[src/rtl/quant_scheduler.sv]
// Round-robin sharing of one combinational quantizer between N_REQ accumulator
// requesters, with a registered valid/ready result stream and per-tile counting.
`ifndef ACC_WIDTH
`define ACC_WIDTH 32
`endif
`ifndef DATA_WIDTH
`define DATA_WIDTH 8
`endif

module quant_scheduler #(
    parameter int N_REQ    = 4,
    parameter int ACC_W    = `ACC_WIDTH,
    parameter int DATA_W   = `DATA_WIDTH,
    parameter int TILE_LEN = 16,
    localparam int ID_W    = $clog2(N_REQ),
    localparam int CNT_W   = $clog2(TILE_LEN + 1)
) (
    input  logic                   clk,
    input  logic                   rst_n,
    input  logic                   start,
    input  logic [N_REQ-1:0]       req_valid,
    output logic [N_REQ-1:0]       req_ready,
    input  logic [N_REQ*ACC_W-1:0] req_data,
    output logic [ACC_W-1:0]       q_in,
    input  logic [DATA_W-1:0]      q_out,
    output logic                   out_valid,
    input  logic                   out_ready,
    output logic [DATA_W-1:0]      out_data,
    output logic [ID_W-1:0]        out_id,
    output logic                   busy,
    output logic                   done,
    output logic [CNT_W-1:0]       result_count
);

    typedef enum logic [1:0] {IDLE, RUN, DRAIN, DONE} state_t;

    state_t          state;
    logic [ID_W-1:0] rr_ptr;
    logic [ID_W-1:0] gnt;
    logic [ID_W-1:0] nxt_ptr;
    logic            found;
    logic            can_load;
    logic            grant;
    logic [CNT_W-1:0] cnt_inc;

    // First valid requester at or after rr_ptr, wrapping around.
    always_comb begin : arb
        logic [ID_W-1:0] idx;
        found = 1'b0;
        gnt   = '0;
        idx   = '0;
        for (int k = 0; k < N_REQ; k++) begin
            idx = ID_W'((int'(rr_ptr) + k) % N_REQ);
            if (!found && req_valid[idx]) begin
                found = 1'b1;
                gnt   = idx;
            end
        end
    end

    assign can_load  = !out_valid || out_ready;
    assign grant     = (state == RUN) && can_load && found;
    assign req_ready = grant ? (N_REQ'(1) << gnt) : '0;
    assign q_in      = grant ? req_data[int'(gnt)*ACC_W +: ACC_W] : '0;
    assign nxt_ptr   = (gnt == ID_W'(N_REQ - 1)) ? '0 : gnt + ID_W'(1);
    assign cnt_inc   = result_count + CNT_W'(1);

    always_ff @(posedge clk or negedge rst_n) begin
        if (!rst_n) begin
            state        <= IDLE;
            rr_ptr       <= '0;
            result_count <= '0;
            out_valid    <= 1'b0;
            out_data     <= '0;
            out_id       <= '0;
            busy         <= 1'b0;
            done         <= 1'b0;
        end else begin
            done <= 1'b0;
            unique case (state)
                IDLE: begin
                    if (start) begin
                        state        <= RUN;
                        result_count <= '0;
                        busy         <= 1'b1;
                    end
                end
                RUN: begin
                    if (grant) begin
                        out_data     <= q_out;
                        out_id       <= gnt;
                        out_valid    <= 1'b1;
                        result_count <= cnt_inc;
                        rr_ptr       <= nxt_ptr;
                        if (cnt_inc == CNT_W'(TILE_LEN))
                            state <= DRAIN;
                    end else if (out_valid && out_ready) begin
                        out_valid <= 1'b0;
                    end
                end
                // Last result must leave the output register before done.
                DRAIN: begin
                    if (!out_valid || out_ready) begin
                        out_valid <= 1'b0;
                        state     <= DONE;
                        busy      <= 1'b0;
                        done      <= 1'b1;
                    end
                end
                DONE: state <= IDLE;
                default: state <= IDLE;
            endcase
        end
    end

endmodule

[config.mk]
export PLATFORM = sky130hd
export DESIGN_NAME = quant_scheduler
export DESIGN_NICKNAME = d
export VERILOG_FILES = /design/src/rtl/quant_scheduler.sv
export SDC_FILE = /design/constraint.sdc
export NUM_CORES = 1
export LEC_CHECK = 0
export ABC_AREA = 1
export CORE_MARGIN = 1.5
export CORE_UTILIZATION = 36
export DETAILED_ROUTE_END_ITERATION = 8
export HOLD_SLACK_MARGIN = 0.08
export PLACE_DENSITY = 0.83
export SYNTH_ARGS = -nofsm -noshare
export SYNTH_HDL_FRONTEND = slang
export SYNTH_SLANG_ARGS = --single-unit
[constraint.sdc]
create_clock -name clk -period 2.4 [get_ports clk]
set_input_delay 0.36 -clock clk [delete_from_list [all_inputs] [get_ports clk]]
set_output_delay 0.36 -clock clk [all_outputs]
set_load 0.005 [all_outputs]
Yosys cells after proc, flatten, opt, wreduce, memory -nomap -nowiden
Index checks and enable logic that the tools add are counted.
- memories: 0
- latch bits: 0
- bits of input ports: 144
- RAM bits: 0
- register bits: 22
- memory bits (read-only): 0
- word-level logic and storage cells: 84
- bitwise gates (word level): 0
- $lt $le $gt $ge: 4
- shift-type cells: 2
- add/subtract/negate cells: 5
- div/mod/pow operators: 0
- reductions and logical operators: 20
- multipliers: 0
- muxes and demuxes: 35
- eq/ne operators: 10
- operators with widths (operator ; count):
    128-bit by 8-bit indexed part select with 32-bit output ; 1
    32-bit two-way mux ; 1
    2-bit two-way mux ; 9
    1-bit two-way mux ; 14
    2-bit by 3-bit < comparator with 1-bit output, second input constant ; 4
    5-bit two-way mux ; 2
    5-bit one-hot mux with 2 select lines ; 1
    3-bit AND reduction ; 3
    1-bit binary-select mux with 2-bit select ; 4
    2-bit one-hot mux with 4 select lines ; 1
    2-bit == test, second input constant ; 3
    1-bit logical AND ; 6
    2-bit inequality test, second input constant ; 3
    2-bit nonzero test ; 3
    5-bit by 1-bit adder with 5-bit output, second input constant ; 1
    5-bit == test, second input constant ; 1
    2-bit by 1-bit adder with 2-bit output, second input constant ; 2
    2-bit adder, second input constant ; 2
    1-bit logical NOT ; 4
    4-bit two-way mux ; 1
    1-bit one-hot mux with 2 select lines ; 2
    4-bit AND reduction ; 1
    1-bit by 2-bit << shifter with 4-bit output, first input constant ; 1
    3-bit by 2-bit inequality test with 1-bit output, second input constant ; 1
    other kinds (5) ; 5

Depth between registers and ports, before layout
- word-level depth: 15
- gate-level depth with buffers: 16
- gate-level depth less buffers: 14

Worst setup path after synthesis
Ideal clock, no wire load.
- kind: reg-to-output
- start: register rr_ptr[0]
- end: output port req_ready[0]
- stages on the path, launching flop included: 14
- data required time: 2.040 ns
- slack: 0.302 ns
- path buffers: 3
- data arrival time: 1.738 ns
- path through: dfrtp_1 -> inv_1 -> buf_6 -> nand2_1 -> nand3_1 -> nand2_1 -> nor2_4 -> nand3_4 -> nand3_2 -> buf_6 -> buf_6 -> ha_1 -> inv_1 -> nor2_1
- longest elaborated chain between the ends: 14
- elaborated cells between the ends (all ways): 28
- classes of those cells: add/sub: 3; shift: 1; mux: 17; reduce/logical: 7
- RTL lines (what ; line ; RTL):
    from (decl) ; 38 ; logic [ID_W-1:0] rr_ptr;
    from (signal assigned) ; 94 ; rr_ptr <= nxt_ptr;
    branches (longest 13 deep; another with 2-bit by 1-bit adder with 2-bit output) ; -- ;
    4-bit two-way mux (*) ; 63 ; assign req_ready = grant ? (N_REQ'(1) << gnt) : '0;
    to (decl) ; 22 ; output logic [N_REQ-1:0] req_ready,
Mark *: on every way between the ends. The select of a mux whose other input is x is not followed.

Worst setup path after layout
- start: register rr_ptr[0]
- end: output port q_in[6]
- longest elaborated chain between the ends: 14
- elaborated cells between the ends (all ways): 28
- classes of those cells: add/sub: 3; shift: 1; mux: 17; reduce/logical: 7
- RTL lines (what ; line ; RTL):
    branches (longest 13 deep; another with 2-bit by 1-bit adder with 2-bit output) ; -- ;
    32-bit two-way mux (*) ; 64 ; assign q_in = grant ? req_data[int'(gnt)*ACC_W +: ACC_W] : '0;
    to (decl) ; 24 ; output logic [ACC_W-1:0] q_in,
Marks and branches as above.

==> impl_metrics.toml <==
[job]
drv_cap = 0

[timing]
clock.fmax_mhz = 335
finalSetupViolCount = 36
period_minus_slack_ns = 2.98
finalMaxSlewViolations = 0
worst-slew-pin-transition_ns = 0.284
rsz0062_at_grt = "yes"
finalHoldViolCount = 0
worst_slack_ns = -0.581
finalSetupTns_ns = -18.12
fin_hold_ws_ns = 0.431
finClkSkew_ns = 0.00702
relSlewSlack = 0.811
period_share = 1.24

[place]
place_ws_ns = -0.663
io_buffers = 197
dpl.hpwl_um = 8620
place_congestion = 0.937

[drt]
ant_nets = 0
post_drt_via_cell_ratio = 5.33
drt_pass1_iterations = 5
post-route-drc-count = 0
drtIter0Drc = 170
wirelength_um = 16900
num_vias = 4689
routedWlPerCell_um = 19.2

[grt]
grt.total_usage = 0.359
grt_max_degree = 32
grt_pass1_vias = 4804
grt_pass1_wl_um = 23700
antenna_found_initial = 0
grt.overflow.total = 0

[logic_synthesis]
synth_seq_area_share = 0.201
ys_types = 28
synthCells = 511
ys.warnings.count = 0
syn-num-nets = 663
ys_ff_latch = 22
synth.avg_cell_area_um2 = 5.36
synth.cell_area_um2 = 2740

[layout]
antenna_cells = 0
layout.nets = 933
final_util = 0.870
area_delta_synth_final_pct = 132
fillers = 364
drive_above_1_share = 0.386

[power_and_ir_drop]
totalPowerFinal_w = 0.0117
powerDensity_nw_per_um2 = 1840
peakVddDrop_v = 0.000958
power_leakage_nw = 3.29

[worst_setup_path]
crit_fanout = 10
startpoint = "rr_ptr[0]"
critical_path_class = "reg -> out"
critPathLaunchType = "register"
r2r_cells = 15
r2r_start = "rr_ptr[0]"
worst_setup_path_end_kind = "output port"
arrival_ns = 2.62
cp.required_ns = 2.04

[clocking]
path_clk_slew_ns = 0.08
postCtsHoldBufs = 0
cts_tree = "built"
clk_path_buf_depth = 2
cts_buffers = 3
root_buffer = "clkbuf_8"
cts.sinks = 22
htree_levels = 1
clk_latency_ns = 0.27

[floorplanning]
num_io_pins = 198
die_area_um2 = 8140
core_area_um2 = 7290
die_w_um = 90.2
rows = 31
fp.dieH_um = 90.2
initial_core_util = 0.375

[outcome]
status = "complete, but fails checks"
failed_checks = "setup timing"

[worst_hold_path]
min-delay-path-class = "in -> async"
==> stage by stage <==
step,cell area [um2],cells
floorplan,2740,511
global placement,4980,814
detailed placement,4980,814
CTS,5980,879
global route,6340,879
finish,6340,879
==> cells in the final DEF, fill, tap and decap left out, types with 12 or more instances in the layout <==
cell type / netlist / layout
buf_12: 0 / 12
buf_2: 10 / 34
buf_4: 3 / 33
buf_6: 9 / 34
clkdlybuf4s50_1: 0 / 159
dfrtp_1: 22 / 21
inv_1: 32 / 26
nand2_1: 331 / 221
nand2_2: 4 / 85
nand2_4: 2 / 31
nand3_1: 33 / 15
nand3_2: 2 / 16
nor2_1: 17 / 15
==> cells in the mapped netlist, drive strengths merged <==
library cell  count  area share
nand2           337        0.47
inv              37       0.052
nand3            36       0.074
buf              22       0.064
dfrtp            22        0.20
nor2             20       0.039
o21ai            11       0.021
a21oi             9       0.016
ha                8       0.037
or2               3      0.0069
a2bb2oi           1      0.0032
clkbuf            1      0.0014
nand4             1      0.0046
o21bai            1      0.0027
xnor2             1      0.0032
xor2              1      0.0032
==> sequential cells by signal (all words and copies together) (netlist names) <==
name          cells
out_valid         1
done              1
result_count      5
state             2
rr_ptr            2
busy              1
out_data          8
out_id            2
==> per-layer routing <==
metal | up-vias | routed length, um | GRT usage
li1 | 2085 | - | -
met1 | 2151 | 5840 | 0.363
met2 | 322 | 8510 | 0.688
met3 | 131 | 1290 | 0.0804
met4 | 0 | 1240 | 0.175
met5 | - | 0 | 0
==> power breakdown <==
group / switching (W) / internal [W]
Combinational: 0.00559 / 0.00515
Clock: 0.000126 / 0.000147
Sequential: 0.000141 / 0.000532
Total: 0.00586 / 0.00583
==> worst max-delay path, cell delays in order, from the launching register on <==
cell     delay [ns]
dfrtp_2        0.47
buf_6          0.18
nand2_4        0.07
nand3_4        0.09
nand2_2        0.08
inv_1          0.23
nand2_2        0.13
nand2_2        0.10
nand3_4        0.12
buf_6          0.15
buf_4          0.14
buf_12         0.14
nand2_1        0.08
nand2_1        0.07
nand2_1        0.11
nand2_2        0.05
buf_2          0.12
==> cells by family after synthesis <==
family                   after synthesis  share of synthesized area
buffers and inverters                 60                      0.117
adder cells (fa/ha/maj)                8                     0.0366
XOR/XNOR                               2                    0.00640
flip-flops                            22                      0.201
AO/OA/AOI/OAI                         22                     0.0439
AND/OR/NAND/NOR                      397                      0.596
==> worst paths after layout <==
| check | slack (ns) | endpoint |
|---|---|---|
| max | -0.58 | q_in[6] |
| min | 0.43 | out_valid |
| max reg2reg | 0.06 | out_data[7] |
| min reg2reg | 0.49 | out_data[3] |
| max in group asynchronous | 1.73 | rr_ptr[0] |
| min in group clk | 0.49 | out_data[3] |
==> timing repair <==
action	in CTS	in global routing
endpoints found under the setup margin	36	43
resized for setup	286	116
gates cloned	14	1
pin swaps	54	64
buffers inserted	52	6
==> layout make-up <==
cell class	count	area, um2	share of cell area
repair inverters	1	7.51	0.00118
repair buffers	287	2940	0.464
multi-input cells	429	2510	0.396
well taps	99	124	0.0195
inverters	37	151	0.0239
clock buffers	4	55.1	0.00868
flip-flops and latches	22	552	0.0870
(Power assumes the default switching activity.)
